### src/rtl/fp_pkg.sv
// rtl/fp_pkg.sv - shared constants, state encoding and flag helper for the FP sequential divider
package fp_pkg;

    localparam logic [31:0] FP_NAN     = 32'h7FC00000;
    localparam logic [7:0]  FP_INF_EXP = 8'hFF;
    localparam int          FP_BIAS    = 127;

    localparam logic [2:0] FLAG_NAN  = 3'b100;
    localparam logic [2:0] FLAG_ZERO = 3'b010;
    localparam logic [2:0] FLAG_INF  = 3'b001;
    localparam logic [2:0] FLAG_NONE = 3'b000;

    typedef enum logic [1:0] {
        IDLE = 2'd0,
        DIV  = 2'd1,
        NORM = 2'd2,
        DONE = 2'd3
    } state_t;

    // Flag encoding shared with the FP ALU, derived purely from the packed result.
    function automatic logic [2:0] flag_of(input logic [31:0] v);
        if (v[30:23] == FP_INF_EXP && v[22:0] != 23'h0) return FLAG_NAN;
        if (v[30:0] == 31'h0)                             return FLAG_ZERO;
        if (v[30:23] == FP_INF_EXP)                       return FLAG_INF;
        return FLAG_NONE;
    endfunction

endpackage

### src/rtl/fp_seq_divider_if.sv
// rtl/fp_seq_divider_if.sv - start/busy/done request interface of the FP sequential divider
interface fp_seq_divider_if;
    logic        start;
    logic [31:0] dividend;
    logic [31:0] divisor;
    logic        busy;
    logic        done;
    logic [31:0] result;
    logic [2:0]  flag;

    modport master (
        output start, dividend, divisor,
        input  busy, done, result, flag
    );

    modport slave (
        input  start, dividend, divisor,
        output busy, done, result, flag
    );
endinterface

### src/rtl/fp_div_step.sv
// rtl/fp_div_step.sv - one restoring mantissa division step: compare, subtract, shift
module fp_div_step (
    input  logic [25:0] rem,
    input  logic [23:0] mb,
    output logic [25:0] rem_next,
    output logic        qbit
);
    logic [25:0] diff;

    always_comb begin
        qbit = (rem >= {2'b00, mb});
        diff = qbit ? (rem - {2'b00, mb}) : rem;
        // diff is below mb after a step, so bit 25 is always zero and shifts out safely
        rem_next = {diff[24:0], 1'b0};
    end
endmodule

### src/rtl/fp_seq_divider.sv
// rtl/fp_seq_divider.sv - multi-cycle IEEE-754 single divider with restoring mantissa loop
module fp_seq_divider
    import fp_pkg::*;
#(
    parameter int BITS_PER_CYCLE = 1
) (
    input  logic             clk,
    input  logic             reset,
    fp_seq_divider_if.slave  bus
);
    localparam int         N_ITER   = 25 / BITS_PER_CYCLE;
    localparam logic [4:0] CNT_LAST = 5'(N_ITER - 1);

    state_t      state;
    logic        sign;
    logic [7:0]  ea, eb;
    logic [23:0] mb;
    logic [25:0] rem;
    logic [24:0] q;
    logic [4:0]  cnt;

    // Operand classification; denormals are flushed to zero.
    logic [7:0]  a_exp, b_exp;
    logic [22:0] a_frac, b_frac;
    logic        a_nan, b_nan, a_inf, b_inf, a_zero, b_zero;
    logic        sp_nan, sp_inf, sp_zero, is_special;
    logic        op_sign;
    logic [31:0] special_result;

    assign a_exp   = bus.dividend[30:23];
    assign b_exp   = bus.divisor[30:23];
    assign a_frac  = bus.dividend[22:0];
    assign b_frac  = bus.divisor[22:0];
    assign op_sign = bus.dividend[31] ^ bus.divisor[31];

    assign a_nan  = (a_exp == FP_INF_EXP) && (a_frac != 23'h0);
    assign b_nan  = (b_exp == FP_INF_EXP) && (b_frac != 23'h0);
    assign a_inf  = (a_exp == FP_INF_EXP) && (a_frac == 23'h0);
    assign b_inf  = (b_exp == FP_INF_EXP) && (b_frac == 23'h0);
    assign a_zero = (a_exp == 8'h00);
    assign b_zero = (b_exp == 8'h00);

    // Priority: NaN beats infinity beats zero.
    assign sp_nan     = a_nan | b_nan | (a_zero & b_zero) | (a_inf & b_inf);
    assign sp_inf     = a_inf | b_zero;
    assign sp_zero    = a_zero | b_inf;
    assign is_special = sp_nan | sp_inf | sp_zero;

    always_comb begin
        if (sp_nan)      special_result = FP_NAN;
        else if (sp_inf) special_result = {op_sign, FP_INF_EXP, 23'h0};
        else             special_result = 32'h0;
    end

    // Chain of restoring steps; the first step yields the most significant quotient bit.
    logic [25:0]               rem_chain [0:BITS_PER_CYCLE];
    logic [BITS_PER_CYCLE-1:0] q_bits;
    logic [24:0]               q_ext;
    logic [24:0]               q_next;

    assign rem_chain[0] = rem;

    for (genvar i = 0; i < BITS_PER_CYCLE; i++) begin : g_step
        fp_div_step u_step (
            .rem      (rem_chain[i]),
            .mb       (mb),
            .rem_next (rem_chain[i+1]),
            .qbit     (q_bits[BITS_PER_CYCLE-1-i])
        );
    end

    always_comb begin
        q_ext = '0;
        q_ext[BITS_PER_CYCLE-1:0] = q_bits;
        q_next = (q << BITS_PER_CYCLE) | q_ext;
    end

    // Normalise and pack: quotient lies in (0.5, 2), so at most one left shift is needed.
    logic signed [9:0] exp_raw, exp_adj;
    logic [22:0]       mant;
    logic [31:0]       norm_result;

    always_comb begin
        exp_raw = $signed({2'b00, ea}) - $signed({2'b00, eb}) + $signed(10'(FP_BIAS));
        if (q[24]) begin
            mant    = q[23:1];
            exp_adj = exp_raw;
        end else begin
            mant    = q[22:0];
            exp_adj = exp_raw - 10'sd1;
        end
        if (exp_adj >= 10'sd255)     norm_result = {sign, FP_INF_EXP, 23'h0};
        else if (exp_adj <= 10'sd0)  norm_result = 32'h0;
        else                         norm_result = {sign, exp_adj[7:0], mant};
    end

    always_ff @(posedge clk or posedge reset) begin
        if (reset) begin
            state      <= IDLE;
            bus.busy   <= 1'b0;
            bus.done   <= 1'b0;
            bus.result <= 32'h0;
            bus.flag   <= FLAG_NONE;
            sign       <= 1'b0;
            ea         <= 8'h0;
            eb         <= 8'h0;
            mb         <= 24'h0;
            rem        <= 26'h0;
            q          <= 25'h0;
            cnt        <= 5'h0;
        end else begin
            case (state)
                IDLE: begin
                    if (bus.start) begin
                        bus.busy <= 1'b1;
                        sign     <= op_sign;
                        ea       <= a_exp;
                        eb       <= b_exp;
                        mb       <= {1'b1, b_frac};
                        rem      <= {3'b001, a_frac};
                        q        <= 25'h0;
                        cnt      <= CNT_LAST;
                        if (is_special) begin
                            bus.result <= special_result;
                            bus.flag   <= flag_of(special_result);
                            bus.done   <= 1'b1;
                            state      <= DONE;
                        end else begin
                            state <= DIV;
                        end
                    end
                end
                DIV: begin
                    rem <= rem_chain[BITS_PER_CYCLE];
                    q   <= q_next;
                    if (cnt == 5'd0) state <= NORM;
                    else             cnt   <= cnt - 5'd1;
                end
                NORM: begin
                    bus.result <= norm_result;
                    bus.flag   <= flag_of(norm_result);
                    bus.done   <= 1'b1;
                    state      <= DONE;
                end
                DONE: begin
                    bus.done <= 1'b0;
                    bus.busy <= 1'b0;
                    state    <= IDLE;
                end
                default: state <= IDLE;
            endcase
        end
    end
endmodule
### src/flat_wrapper.sv
// flat-port wrapper written by rule: the top's interface ports become plain ports
module fp_seq_divider_flat import fp_pkg::*;
#(
    parameter int BITS_PER_CYCLE = 1
)
  (clk, reset, bus_start, bus_dividend, bus_divisor, bus_busy, bus_done, bus_result, bus_flag);
  fp_seq_divider_if bus_i ();
  input  logic clk;
  input  logic reset;
  input wire logic [$bits(bus_i.start)-1:0] bus_start;
  input wire logic [$bits(bus_i.dividend)-1:0] bus_dividend;
  input wire logic [$bits(bus_i.divisor)-1:0] bus_divisor;
  output wire logic [$bits(bus_i.busy)-1:0] bus_busy;
  output wire logic [$bits(bus_i.done)-1:0] bus_done;
  output wire logic [$bits(bus_i.result)-1:0] bus_result;
  output wire logic [$bits(bus_i.flag)-1:0] bus_flag;
  assign bus_i.start = bus_start;
  assign bus_i.dividend = bus_dividend;
  assign bus_i.divisor = bus_divisor;
  assign bus_busy = bus_i.busy;
  assign bus_done = bus_i.done;
  assign bus_result = bus_i.result;
  assign bus_flag = bus_i.flag;
  fp_seq_divider #(.BITS_PER_CYCLE(BITS_PER_CYCLE)) u_core (.clk(clk), .reset(reset), .bus(bus_i));
endmodule
### config.mk
export PLATFORM = sky130hd
export DESIGN_NAME = fp_seq_divider_flat
export DESIGN_NICKNAME = d
export VERILOG_FILES = /design/src/rtl/fp_pkg.sv /design/src/rtl/fp_seq_divider_if.sv /design/src/rtl/fp_div_step.sv /design/src/rtl/fp_seq_divider.sv /design/src/flat_wrapper.sv
export SDC_FILE = /design/constraint.sdc
export NUM_CORES = 1
export LEC_CHECK = 0
export CORE_MARGIN = 2
export CORE_UTILIZATION = 34
export DETAILED_ROUTE_END_ITERATION = 10
export PLACE_DENSITY = 0.59
export SETUP_SLACK_MARGIN = 0.5
export SLEW_MARGIN = 20
export SYNTH_ARGS = -nofsm -noshare
export SYNTH_HDL_FRONTEND = slang
export SYNTH_SLANG_ARGS = --single-unit
### constraint.sdc
create_clock -name clk -period 4.6 [get_ports clk]
set_clock_uncertainty 0.1 [all_clocks]
set_input_delay 0.69 -clock clk [delete_from_list [all_inputs] [get_ports clk]]
set_output_delay 0.69 -clock clk [all_outputs]
set_load 0.005 [all_outputs]
==> summary.md, run 1 <==
- **wire length on met1** 10.5 mm
- **worst endpoint data arrival time** 4040 ps
- **RD Place Congestion** 0.848
- **vias after detailed routing** 6841
- **leak pwr** 4.59 nW
- **dominant cell type by count on the critical path** sky130_fd_sc_hd__inv_1
- **setup violation total in the final timing report** 0
- **global routing usage summed across all routing layers** 0.165
- **combinational family with the most area after synthesis** compound AO/OA/AOI/OAI gates
- **number of enable-type register cells in the synthesized netlist** 0
- **via count of the first global-routing pass** 6738
- **hold-fix buffers at CTS** 0
- **Worst Hold Margin** 357 ps
- **met3 wire length** 804 um
- **Worst Max-Slew Pin Slew** 890 ps
- **adder and majority gate portion of the synthesized area** 0.0637
- **antenna violations before repair** 0
- **number of warnings printed during yosys synthesis** 0
- **number of flip-flops and latches in the synthesized netlist** 136
- **sequential standard cell area** 3400 um2
- **internal power consumption** 5.18 mW
- **RSZ-0062 raised after global routing** false
- **DRC violations left** 0
- **endpoint required time on the critical path** 4810 ps
- **critical path startpoint category** flip-flop
- **clock transition at the register clock pins on the worst setup and hold paths after CTS** 60 ps
- **Final ANT Viol Nets** 0
- **placed cell count** 1274
- **share of post-route cells with drive strength above 1** 0.134
- **Worst slew margin** 0.398
- **power density over the cells** 924 nW/um2
- **die height** 162 um
- **Worst VDD drop** 0.415 mV
- **mux share of post-synthesis cell area** 0.105
- **Max stage delay on crit path** 580 ps
- **Comb power frac** 0.658
- **cell chain of the critical path** inv_1 > ha_1 > inv_1 > fa_1 > inv_1 > ha_1 > nor2b_2 > o21ai_0 > o21ai_0 > a21oi_1 > xnor2_1 > nand4_1 > o41ai_4 > nand4bb_4 > buf_12 > o21ai_2
- **fill count** 2419
- **final instance area** 10500 um2
- **total grt overflow** 0
- **non-filler cells, final** 1310
- **Place WS** 596 ps
- **die area** 26200 um2
- **crit share post-route** 0.831
- **largest area contributor in the netlist** sky130_fd_sc_hd__dfrtp_1
- **clk_lat worst skew** 430 ps
- **die width** 162 um
- **Longest Clk Path Bufs** 2
- **total count of max-transition violations in the final report** 0
- **met2 wire length** 9.81 mm
- **clock tree from TritonCTS** done
- **syn avg cell area** 9.65 um2
- **number of clock buffers inserted by TritonCTS** 17
- **core area** 24400 um2
- **number of H-tree levels** 4
- **clock root buffer** sky130_fd_sc_hd__clkbuf_16
- **smallest setup slack after layout** 777 ps
- **utilization after layout** 0.431
- **share of synthesized cell area in and, or, nand and nor gates** 0.129
- **Synthesized Nets** 988
- **Netlist Area Pre-Place** 8480 um2
- **area of placed instances** 9850 um2
- **Starting DRT DRC Count** 327
- **proportion of synthesized chip area in sequential cells** 0.401
- **Highest Signal Layer** met4
- **wire length of the first global-routing pass** 35.0 mm
- **Synth Area in Compound Gates** 0.209
- **number of antenna repair diodes** 0
- **portion of total power attributed to sequential cells** 0.198
- **switching share of power** 0.466
- **site row count** 57
- **result of the run** completed
- **dominant cells by area after synthesis** sky130_fd_sc_hd__dfrtp_1, sky130_fd_sc_hd__ha_1, sky130_fd_sc_hd__mux2_2
- **Port Buf Inserts** 103
- **proportion of synthesized flip-flops having asynchronous set or reset** 1.00
- **classification of the worst setup path** flip-flop to flip-flop
- **via/cell ratio** 5.22
- **Gate Count Post-Synth** 879
- **Avg WL per Cell** 16.4 um
- **1st-pass router iterations** 6
- **Psw** 4.53 mW
- **share of the synthesized area in the top cell type** 0.401
- **min-delay worst type** flip-flop to flip-flop
- **placed wire-length estimate after detailed placement** 15.4 mm
- **count of distinct cell types in the synthesized netlist** 73
- **critical path's slowest cell** sky130_fd_sc_hd__o41ai_4
- **layout overhead on the synthesized area** 23.9%
- **critical path endpoint category** flip-flop
- **leading register cell type out of synthesis** sky130_fd_sc_hd__dfrtp_1
- **Final Hold Fails** 0
- **Total Nets Final** 1082
- **clock sink count** 136
- **number of top-level design ports** 104
- **top achievable clock speed** 262 MHz
- **Fin Setup TNS** 0 ps
- **largest net degree at the start of global routing** 112
- **Initial Utilization** 0.348
- **max-cap violations** 0
- **power share of the clock group** 0.144
- **maximum fanout along the worst path** 9
- **Power Total** 9.71 mW
- **XOR/XNOR Fraction of Synth Area** 0.0410
- **final critical-path required period** 3820 ps
- **footprint of the multi-input gates** 4700 um2
- **final routed wirelength across all metal layers** 21.4 mm
[power by group through the flow]
stage	Combinational [mW]	Clock (mW)	Sequential, mW
floorplan	4.90	0	1.87
global placement	6.15	0	1.93
detailed placement	6.18	0	1.95
CTS	6.22	1.43	1.92
global route	7.12	1.49	1.98
finish	6.39	1.40	1.92
[layer usage]
| layer | track usage | up-vias |
|---|---|---|
| met5 | 0 | - |
| met4 | 0.0487 | 0 |
| met3 | 0.0281 | 23 |
| met2 | 0.265 | 153 |
| met1 | 0.230 | 3287 |
| li1 | - | 3378 |
[cells by family after synthesis]
kind of cell,count (synthesis)
AO/OA/AOI/OAI,253
XOR/XNOR,38
adder cells (fa/ha/maj),42
buffers and inverters,106
flip-flops,136
multiplexers,84
AND/OR/NAND/NOR,220
[final timing paths]
check                           depth (start not counted)                      start                           endpoint  slack [ps]
worst max-delay path                                   16   u_core.ea[0]$_DFFE_PP0P_  u_core.bus.result[17]$_DFFE_PP0P_         780
worst min-delay path                                    2  u_core.mb[23]$_DFFE_PP0P_          u_core.mb[23]$_DFFE_PP0P_         360
worst max register to register                         16   u_core.ea[0]$_DFFE_PP0P_  u_core.bus.result[17]$_DFFE_PP0P_         780
worst min register to register                          2  u_core.mb[23]$_DFFE_PP0P_          u_core.mb[23]$_DFFE_PP0P_         360
max in group asynchronous                               3                      reset        u_core.state[0]$_DFFE_PP0P_        2790
min in group asynchronous                               2                      reset           u_core.mb[5]$_DFFE_PP0P_         580
[sequential cells by signal (all words and copies together) (netlist names)]
name and flops:
u_core.q 25, u_core.mb 24, u_core.ea 8, u_core.bus.result 32, u_core.rem 26, u_core.cnt 5, u_core.bus.busy 1, u_core.sign 1
u_core.bus.flag 3, u_core.eb 8, u_core.bus.done 1, u_core.state 2
[placed cells by master, fill, tap and decap left out, types with 4 or more instances in the layout]
master	count
sky130_fd_sc_hd__o21ai_2	21
sky130_fd_sc_hd__a21oi_1	49
sky130_fd_sc_hd__nor2b_1	11
sky130_fd_sc_hd__nor3_1	16
sky130_fd_sc_hd__xor2_1	12
sky130_fd_sc_hd__o21ai_0	56
sky130_fd_sc_hd__xnor2_1	24
sky130_fd_sc_hd__o31ai_1	4
sky130_fd_sc_hd__clkdlybuf4s50_1	103
sky130_fd_sc_hd__mux2i_1	43
sky130_fd_sc_hd__nand3_1	13
sky130_fd_sc_hd__nor4_1	17
sky130_fd_sc_hd__inv_8	4
sky130_fd_sc_hd__dfrtp_1	136
sky130_fd_sc_hd__o21bai_1	5
sky130_fd_sc_hd__nand4_1	17
sky130_fd_sc_hd__o21a_1	6
sky130_fd_sc_hd__a22o_1	23
sky130_fd_sc_hd__nor2_1	43
sky130_fd_sc_hd__clkbuf_16	17
sky130_fd_sc_hd__o22ai_1	6
sky130_fd_sc_hd__mux2_2	41
sky130_fd_sc_hd__buf_4	13
sky130_fd_sc_hd__ha_1	40
sky130_fd_sc_hd__o221a_2	4
sky130_fd_sc_hd__a21o_1	28
sky130_fd_sc_hd__inv_6	6
sky130_fd_sc_hd__o211ai_1	5
sky130_fd_sc_hd__a31oi_1	5
sky130_fd_sc_hd__inv_1	61
sky130_fd_sc_hd__o31a_1	4
sky130_fd_sc_hd__nand2b_1	7
sky130_fd_sc_hd__nand2_1	69
sky130_fd_sc_hd__o22a_1	4
[synthesized netlist by cell type (all sizes together), types with 5 or more instances]
master,count
a22o,23
a31oi,5
or2,5
clkbuf,30
nor3,16
xnor2,25
mux2,41
dfrtp,136
inv,62
o211ai,5
nor2b,12
nor2,44
nand4,17
nor4,17
a21o,28
o22ai,7
nand2b,7
xor2,13
a21oi,49
a211oi,5
mux2i,43
o21a,6
ha,40
o21ai,79
buf,14
o21bai,5
nand3,13
nand2,71
[cell type report]
class                      instances  share of cell area
multi-input combinational        638               0.447
sequential                       136               0.324
timing repair buffer             118               0.111
clock buffer                      17              0.0405
tap                              324              0.0386
inverter                          62              0.0225
clock inverter                    15              0.0168
[what timing repair did]
item / in CTS / in global routing
buffers inserted: 0 / 3
resized for setup: 0 / 2
endpoints found under the hold margin: 0 / 0
endpoints found under the setup margin: 0 / 22
[worst max-delay path, delay by kind of cell, from the launching register on]
kind	cells	cell delay, ps
AO/OA/AOI/OAI	5	1170
AND/OR/NAND/NOR	3	660
flip-flops	1	370
buffers and inverters	4	350
adder cells (fa/ha/maj)	3	890
XOR/XNOR	1	190
No activity file was read; power rests on OpenSTA's default activity.
==> inputs of run 2 (changes only) <==
Settings changed: PLACE_DENSITY 0.59 to 0.57.
Clock period 4.6 ns to 3.85 ns, I/O delays scaled along.
==> run 2 against run 1 <==
Core utilization rose by 2.1 points. Cell count rose by 2.1%. Design area rose by 4.9%. Via count rose by 3.0%. Routed wire length rose by 2.5%. Die area did not move. Critical path depth rose by 3. Sequential share of layout area fell by 1.5 points.
==> summary.md, run 2 (same netlist as run 1, synthesis figures left out) <==
- **result of the run** completed
- **worst-case register-to-register setup slack** 240 ps, -530 ps
- **global routing usage summed across all routing layers** 0.171, +0.00591
- **DRC violations left** 0, unchanged
- **Total Nets Final** 1110, +2.6%
- **number of antenna repair diodes** 0, unchanged
- **placed wire-length estimate after detailed placement** 15.9 mm, +3.0%
- **top achievable clock speed** 277 MHz, +6.0%
- **crit share post-route** 0.937, +0.105
- **largest net degree at the start of global routing** 49, -56%
- **maximum fanout along the worst path** 7, -2
- **share of post-route cells with drive strength above 1** 0.185, +0.0515
- **clock tree from TritonCTS** done
- **Avg WL per Cell** 16.4 um, +0.39%
- **1st-pass router iterations** 5, -1
- **endpoint required time on the critical path** 4100 ps, -710 ps
- **classification of the worst setup path** flip-flop to flip-flop
- **Port Buf Inserts** 103, unchanged
- **total count of max-transition violations in the final report** 0, unchanged
- **met1 GRT Util** 0.233, +0.00285
- **number of top-level design ports** 104, unchanged
- **via count of the first global-routing pass** 6945, +3.1%
- **flip-flop count of the largest register after layout** 32, unchanged
- **clock root buffer** sky130_fd_sc_hd__clkbuf_16
- **total grt overflow** 0, unchanged
- **Starting DRT DRC Count** 421, +29%
- **Longest Clk Path Bufs** 2, unchanged
- **die height** 162 um, unchanged
- **most common cell after layout, fill and taps aside** sky130_fd_sc_hd__dfrtp_1
- **RSZ-0062 raised after global routing** true
- **clock transition at the register clock pins on the worst setup and hold paths after CTS** 70 ps, about the same
- **layout overhead on the synthesized area** 30.0%
- **vias after detailed routing** 7044, +3.0%
- **clock sink count** 136, unchanged
- **register ranked first by flip-flop count** u_core.bus.result
- **die area** 26200 um2, unchanged
- **critical path endpoint category** flip-flop
- **Final ANT Viol Nets** 0, unchanged
- **Worst Max-Slew Pin Slew** 919 ps, +28.5 ps
- **Final Hold Fails** 0, unchanged
- **final routed wirelength across all metal layers** 22.0 mm, +2.5%
- **worst endpoint data arrival time** 3860 ps, -180 ps
- **hold-fix buffers at CTS** 0, unchanged
- **number of H-tree levels** 4, unchanged
- **Initial Utilization** 0.348, unchanged
- **min-delay worst type** flip-flop to flip-flop
- **smallest setup slack after layout** 244 ps, -533 ps
- **busiest layer in global routing** met2
- **wire length of the first global-routing pass** 35.9 mm, +2.5%
- **RD Place Congestion** 0.835, -1.6%
- **final critical-path required period** 3610 ps, -217 ps
- **setup violation total in the final timing report** 0, unchanged
- **global routing usage on met2** 0.284, +0.0191
- **GR Util met3** 0.0332, +0.00511
- **fill count** 2357, -2.6%
- **via/cell ratio** 5.26, +0.81%
- **critical path startpoint category** flip-flop
- **site row count** 57, unchanged
- **antenna violations before repair** 0, unchanged
- **die width** 162 um, unchanged
- **Place WS** -64.0 ps, -660 ps
- **commonest cells after routing, fill and taps aside** sky130_fd_sc_hd__dfrtp_1, sky130_fd_sc_hd__clkdlybuf4s50_1, sky130_fd_sc_hd__nand2_1, sky130_fd_sc_hd__inv_1, sky130_fd_sc_hd__o21ai_0
- **core area** 24400 um2, unchanged
- **registers with the most flip-flops** u_core.bus.result: 32 flops, u_core.rem: 26 flops, u_core.q: 25 flops
- **number of clock buffers inserted by TritonCTS** 17, unchanged
- **max-cap violations** 0, unchanged
- **Worst slew margin** 0.379, -0.0193
- **clk_lat worst skew** 430 ps, about the same
## run 2: stage by stage
step                      hold slack [ps]  utilization  setup TNS [ps]  cells  area [um2]
after floorplan                       318            -               0    879        8500
after global placement                336        0.407            -145   1281        9930
after detailed placement              343        0.407            -233   1281        9930
after CTS                             360        0.445               0   1330       10900
after global routing                  393        0.452               0   1338       11000
final                                 350        0.452               0   1338       11000
## run 2: layer usage
layer  vias up  part of all wire
met5         -                 0
met4         0            0.0060
met3        11             0.039
met2       150              0.48
met1      3443              0.47
li1       3440                 -
## run 2: final cells by class
type | instances | area (um2) | share of cell area
Tap cell | 324 | 405 | 0.0368
Inverter | 62 | 239 | 0.0217
Clock inverter | 15 | 206 | 0.0187
Sequential cell | 136 | 3400 | 0.309
Multi-Input combinational cell | 637 | 4860 | 0.441
Timing Repair Buffer | 147 | 1490 | 0.135
Clock buffer | 17 | 425 | 0.0386
## run 2: path summary, 6_finish.rpt
| path | to | cells past startpoint | from |
|---|---|---|---|
| hold / removal | u_core.mb[23]$_DFFE_PP0P_ | 2 | u_core.mb[23]$_DFFE_PP0P_ |
| max in group asynchronous | u_core.mb[21]$_DFFE_PP0P_ | 3 | reset |
| setup / recovery | u_core.bus.result[16]$_DFFE_PP0P_ | 19 | u_core.ea[0]$_DFFE_PP0P_ |
| hold reg to reg | u_core.mb[23]$_DFFE_PP0P_ | 2 | u_core.mb[23]$_DFFE_PP0P_ |
| setup reg to reg | u_core.bus.result[16]$_DFFE_PP0P_ | 19 | u_core.ea[0]$_DFFE_PP0P_ |
| min in group asynchronous | u_core.mb[6]$_DFFE_PP0P_ | 2 | reset |
## run 2: repair_timing
action,4_1_cts,5_1_grt
setup buffers,14,8
cloned,3,0
resized for setup,28,25
setup endpoints to repair,30,54
pin swaps,41,19
## run 2: worst max-delay path: stages (launching register included)
cell	delay, ps
sky130_fd_sc_hd__dfrtp_1	380
sky130_fd_sc_hd__inv_1	60
sky130_fd_sc_hd__ha_2	170
sky130_fd_sc_hd__inv_2	40
sky130_fd_sc_hd__fa_2	450
sky130_fd_sc_hd__inv_4	100
sky130_fd_sc_hd__ha_4	140
sky130_fd_sc_hd__nor2b_4	190
sky130_fd_sc_hd__o2111ai_2	120
sky130_fd_sc_hd__nor4bb_4	180
sky130_fd_sc_hd__a311oi_2	280
sky130_fd_sc_hd__nand4_1	180
sky130_fd_sc_hd__buf_4	180
sky130_fd_sc_hd__nand3_4	70
sky130_fd_sc_hd__and2_4	160
sky130_fd_sc_hd__o41ai_4	70
sky130_fd_sc_hd__nand4bb_4	250
sky130_fd_sc_hd__buf_12	170
sky130_fd_sc_hd__buf_12	140
sky130_fd_sc_hd__o21ai_2	100
Power of run 2 is not shown: default switching activity piles up to over one toggle a cycle in this logic, so the estimate is an artifact.
==> inputs of run 3 (changes only) <==
Settings changed: CORE_UTILIZATION 34 to 57, PLACE_DENSITY 0.57 to 0.85.
==> run 3 against run 2 <==
Fmax is 1.7% lower. Flip-flop and latch count stayed put. Setup slack worse by 61 ps. Sequential share of layout area is 0.96 points higher. Routed wire length is 2.8% lower. Highest routed layer unchanged.
==> summary.md, run 3 (same netlist as run 1, synthesis figures left out) <==
- **global routing usage summed across all routing layers** 0.270, +0.0988
- **Final ANT Viol Nets** 0, unchanged
- **largest net degree at the start of global routing** 57, +16%
- **layout overhead on the synthesized area** 26.1%
- **number of antenna repair diodes** 0, unchanged
- **wire length of the first global-routing pass** 35.0 mm, -2.6%
- **antenna violations before repair** 0, unchanged
- **core area** 14500 um2, -40%
- **total count of max-transition violations in the final report** 0, unchanged
- **Worst slew margin** 0.296, -0.0827
- **cell chain of the critical path** inv_2 > ha_4 > inv_2 > fa_2 > inv_4 > ha_4 > and4b_1 > a32o_1 > nor4bb_2 > a311oi_1 > nand4_1 > a21o_1 > and2_4 > o41ai_4 > nand4bb_4 > clkbuf_16 > o21ai_2
- **final routed wirelength across all metal layers** 21.4 mm, -2.8%
- **placed wire-length estimate after detailed placement** 14.5 mm, -8.9%
- **Initial Utilization** 0.584, +0.236
- **final critical-path required period** 3670 ps, +61.4 ps
- **number of clock buffers inserted by TritonCTS** 17, unchanged
- **number of top-level design ports** 104, unchanged
- **maximum fanout along the worst path** 5, -2
- **total stage count of the critical path** 17, -2
- **clock tree from TritonCTS** done
- **Port Buf Inserts** 103, unchanged
- **worst endpoint data arrival time** 3920 ps, +60 ps
- **vias after detailed routing** 7290, +3.5%
- **Avg WL per Cell** 18.0 um, +9.3%
- **non-filler cells, final** 1189, -11%
- **beginning of the worst hold path** u_core.mb[23]$_DFFE_PP0P_
- **Starting DRT DRC Count** 600, +43%
- **die height** 126 um, -22%
- **commonest cells after routing, fill and taps aside** sky130_fd_sc_hd__dfrtp_1, sky130_fd_sc_hd__clkdlybuf4s50_1, sky130_fd_sc_hd__nand2_1, sky130_fd_sc_hd__inv_1
- **clock transition at the register clock pins on the worst setup and hold paths after CTS** 60 ps, about the same
- **RSZ-0062 raised after global routing** true
- **DRC violations left** 0, unchanged
- **worst setup path endpoint** u_core.bus.result[14]$_DFFE_PP0P_
- **depth of the worst register-to-register path** 17, -2
- **flip-flop count of the largest register after layout** 32, unchanged
- **share of post-route cells with drive strength above 1** 0.176, -0.00928
- **register ranked first by flip-flop count** u_core.bus.result
- **R2R Path Start** u_core.ea[0]$_DFFE_PP0P_
- **Final Hold Fails** 0, unchanged
- **crit path launch** u_core.ea[0]$_DFFE_PP0P_
- **max-cap violations** 0, unchanged
- **setup violation total in the final timing report** 0, unchanged
- **worst-case register-to-register setup slack** 180 ps, -60 ps
- **die area** 15900 um2, -39%
- **critical path startpoint category** flip-flop
- **result of the run** completed
- **endpoint required time on the critical path** 4100 ps, about the same
- **number of H-tree levels** 4, unchanged
- **critical path endpoint category** flip-flop
- **placed cell count** 1139, -11%
- **crit share post-route** 0.953, +0.0159
- **die width** 126 um, -22%
- **site row count** 44, -23%
- **Max stage delay on crit path** 570 ps, +120 ps
- **clk_lat worst skew** 430 ps, about the same
- **top achievable clock speed** 273 MHz, -1.7%
- **Worst Max-Slew Pin Slew** 1040 ps, +122 ps
- **Total Nets Final** 1101, -0.81%
- **Longest Clk Path Bufs** 2, unchanged
- **RD Place Congestion** 0.858, +2.8%
- **Worst R2R End** u_core.bus.result[14]$_DFFE_PP0P_
- **registers with the most flip-flops** u_core.bus.result: 32 flops, u_core.rem: 26 flops, u_core.q: 25 flops
- **classification of the worst setup path** flip-flop to flip-flop
- **clock sink count** 136, unchanged
- **via count of the first global-routing pass** 7187, +3.5%
- **via/cell ratio** 6.13, +16%
- **family with the most delay on the worst path** simple AND/OR/NAND/NOR gates
- **clock root buffer** sky130_fd_sc_hd__clkbuf_16
- **min-delay worst type** flip-flop to flip-flop
- **total grt overflow** 0, unchanged
- **1st-pass router iterations** 5, unchanged
- **buffers and inverters on the worst path** 4, -2
- **critical path's slowest cell** sky130_fd_sc_hd__fa_2
- **most common cell after layout, fill and taps aside** sky130_fd_sc_hd__dfrtp_1
## run 3: changes by cell type in the layout (fill, tap and decap cells not counted), sizes merged
cell / before / now
clkbuf: 17 / 21
buf: 44 / 33
clkinv: 4 / 3
clkinvlp: 1 / 2
inv: 70 / 68
## run 3: repair_timing
action                                  in CTS  in global routing
gates resized for setup                     27                 17
pin swaps                                   22                 20
endpoints found under the setup margin      31                 58
cloned                                       1                  2
hold buffers                                 0                  0
buffers inserted                             7                  8
## run 3: worst min-delay path by stage
stage | slack (ps) | cells after the start | end
2_1_floorplan | 320 | 2 | u_core.mb[23]$_DFFE_PP0P_
3_3_place_gp | 340 | 2 | u_core.mb[23]$_DFFE_PP0P_
3_5_place_dp | 340 | 2 | u_core.mb[23]$_DFFE_PP0P_
4_1_cts | 360 | 2 | u_core.mb[23]$_DFFE_PP0P_
5_1_grt | 390 | 2 | u_core.mb[23]$_DFFE_PP0P_
6_report | 350 | 2 | u_core.mb[23]$_DFFE_PP0P_
## run 3: per-layer routing
layer,routed length [um],share of wire,up-vias,GRT usage
li1,-,-,3418,-
met1,9270,0.43,3558,0.355
met2,10500,0.49,270,0.455
met3,1190,0.056,44,0.0480
met4,422,0.020,0,0.0899
met5,0,0,-,0
## run 3: per-stage QoR
stage                      util  instance area [um2]  setup WS (ps)  TNS [ps]  hold WS [ps]
after detailed placement  0.670                 9740           -137      -571           344
after global routing      0.736                10700            102         0           387
after floorplan               -                 8500            503         0           318
after CTS                 0.725                10500            270         0           363
final                     0.736                10700            183         0           351
after global placement    0.670                 9740           -102      -409           342
## run 3: worst min-delay path, stage by stage (launching register included)
cell                      delay, ps
sky130_fd_sc_hd__dfrtp_1        320
sky130_fd_sc_hd__inv_1           50
sky130_fd_sc_hd__nand2_1         50
## run 3: area by class of cell
cell class	count	area, um2
well taps	184	230
inverters	62	239
flip-flops and latches	136	3400
repair buffers	138	1380
multi-input cells	637	4840
clock buffers	19	453
clock inverters	13	159
fillers	1026	3840
Power of run 3 is left out for the same reason.
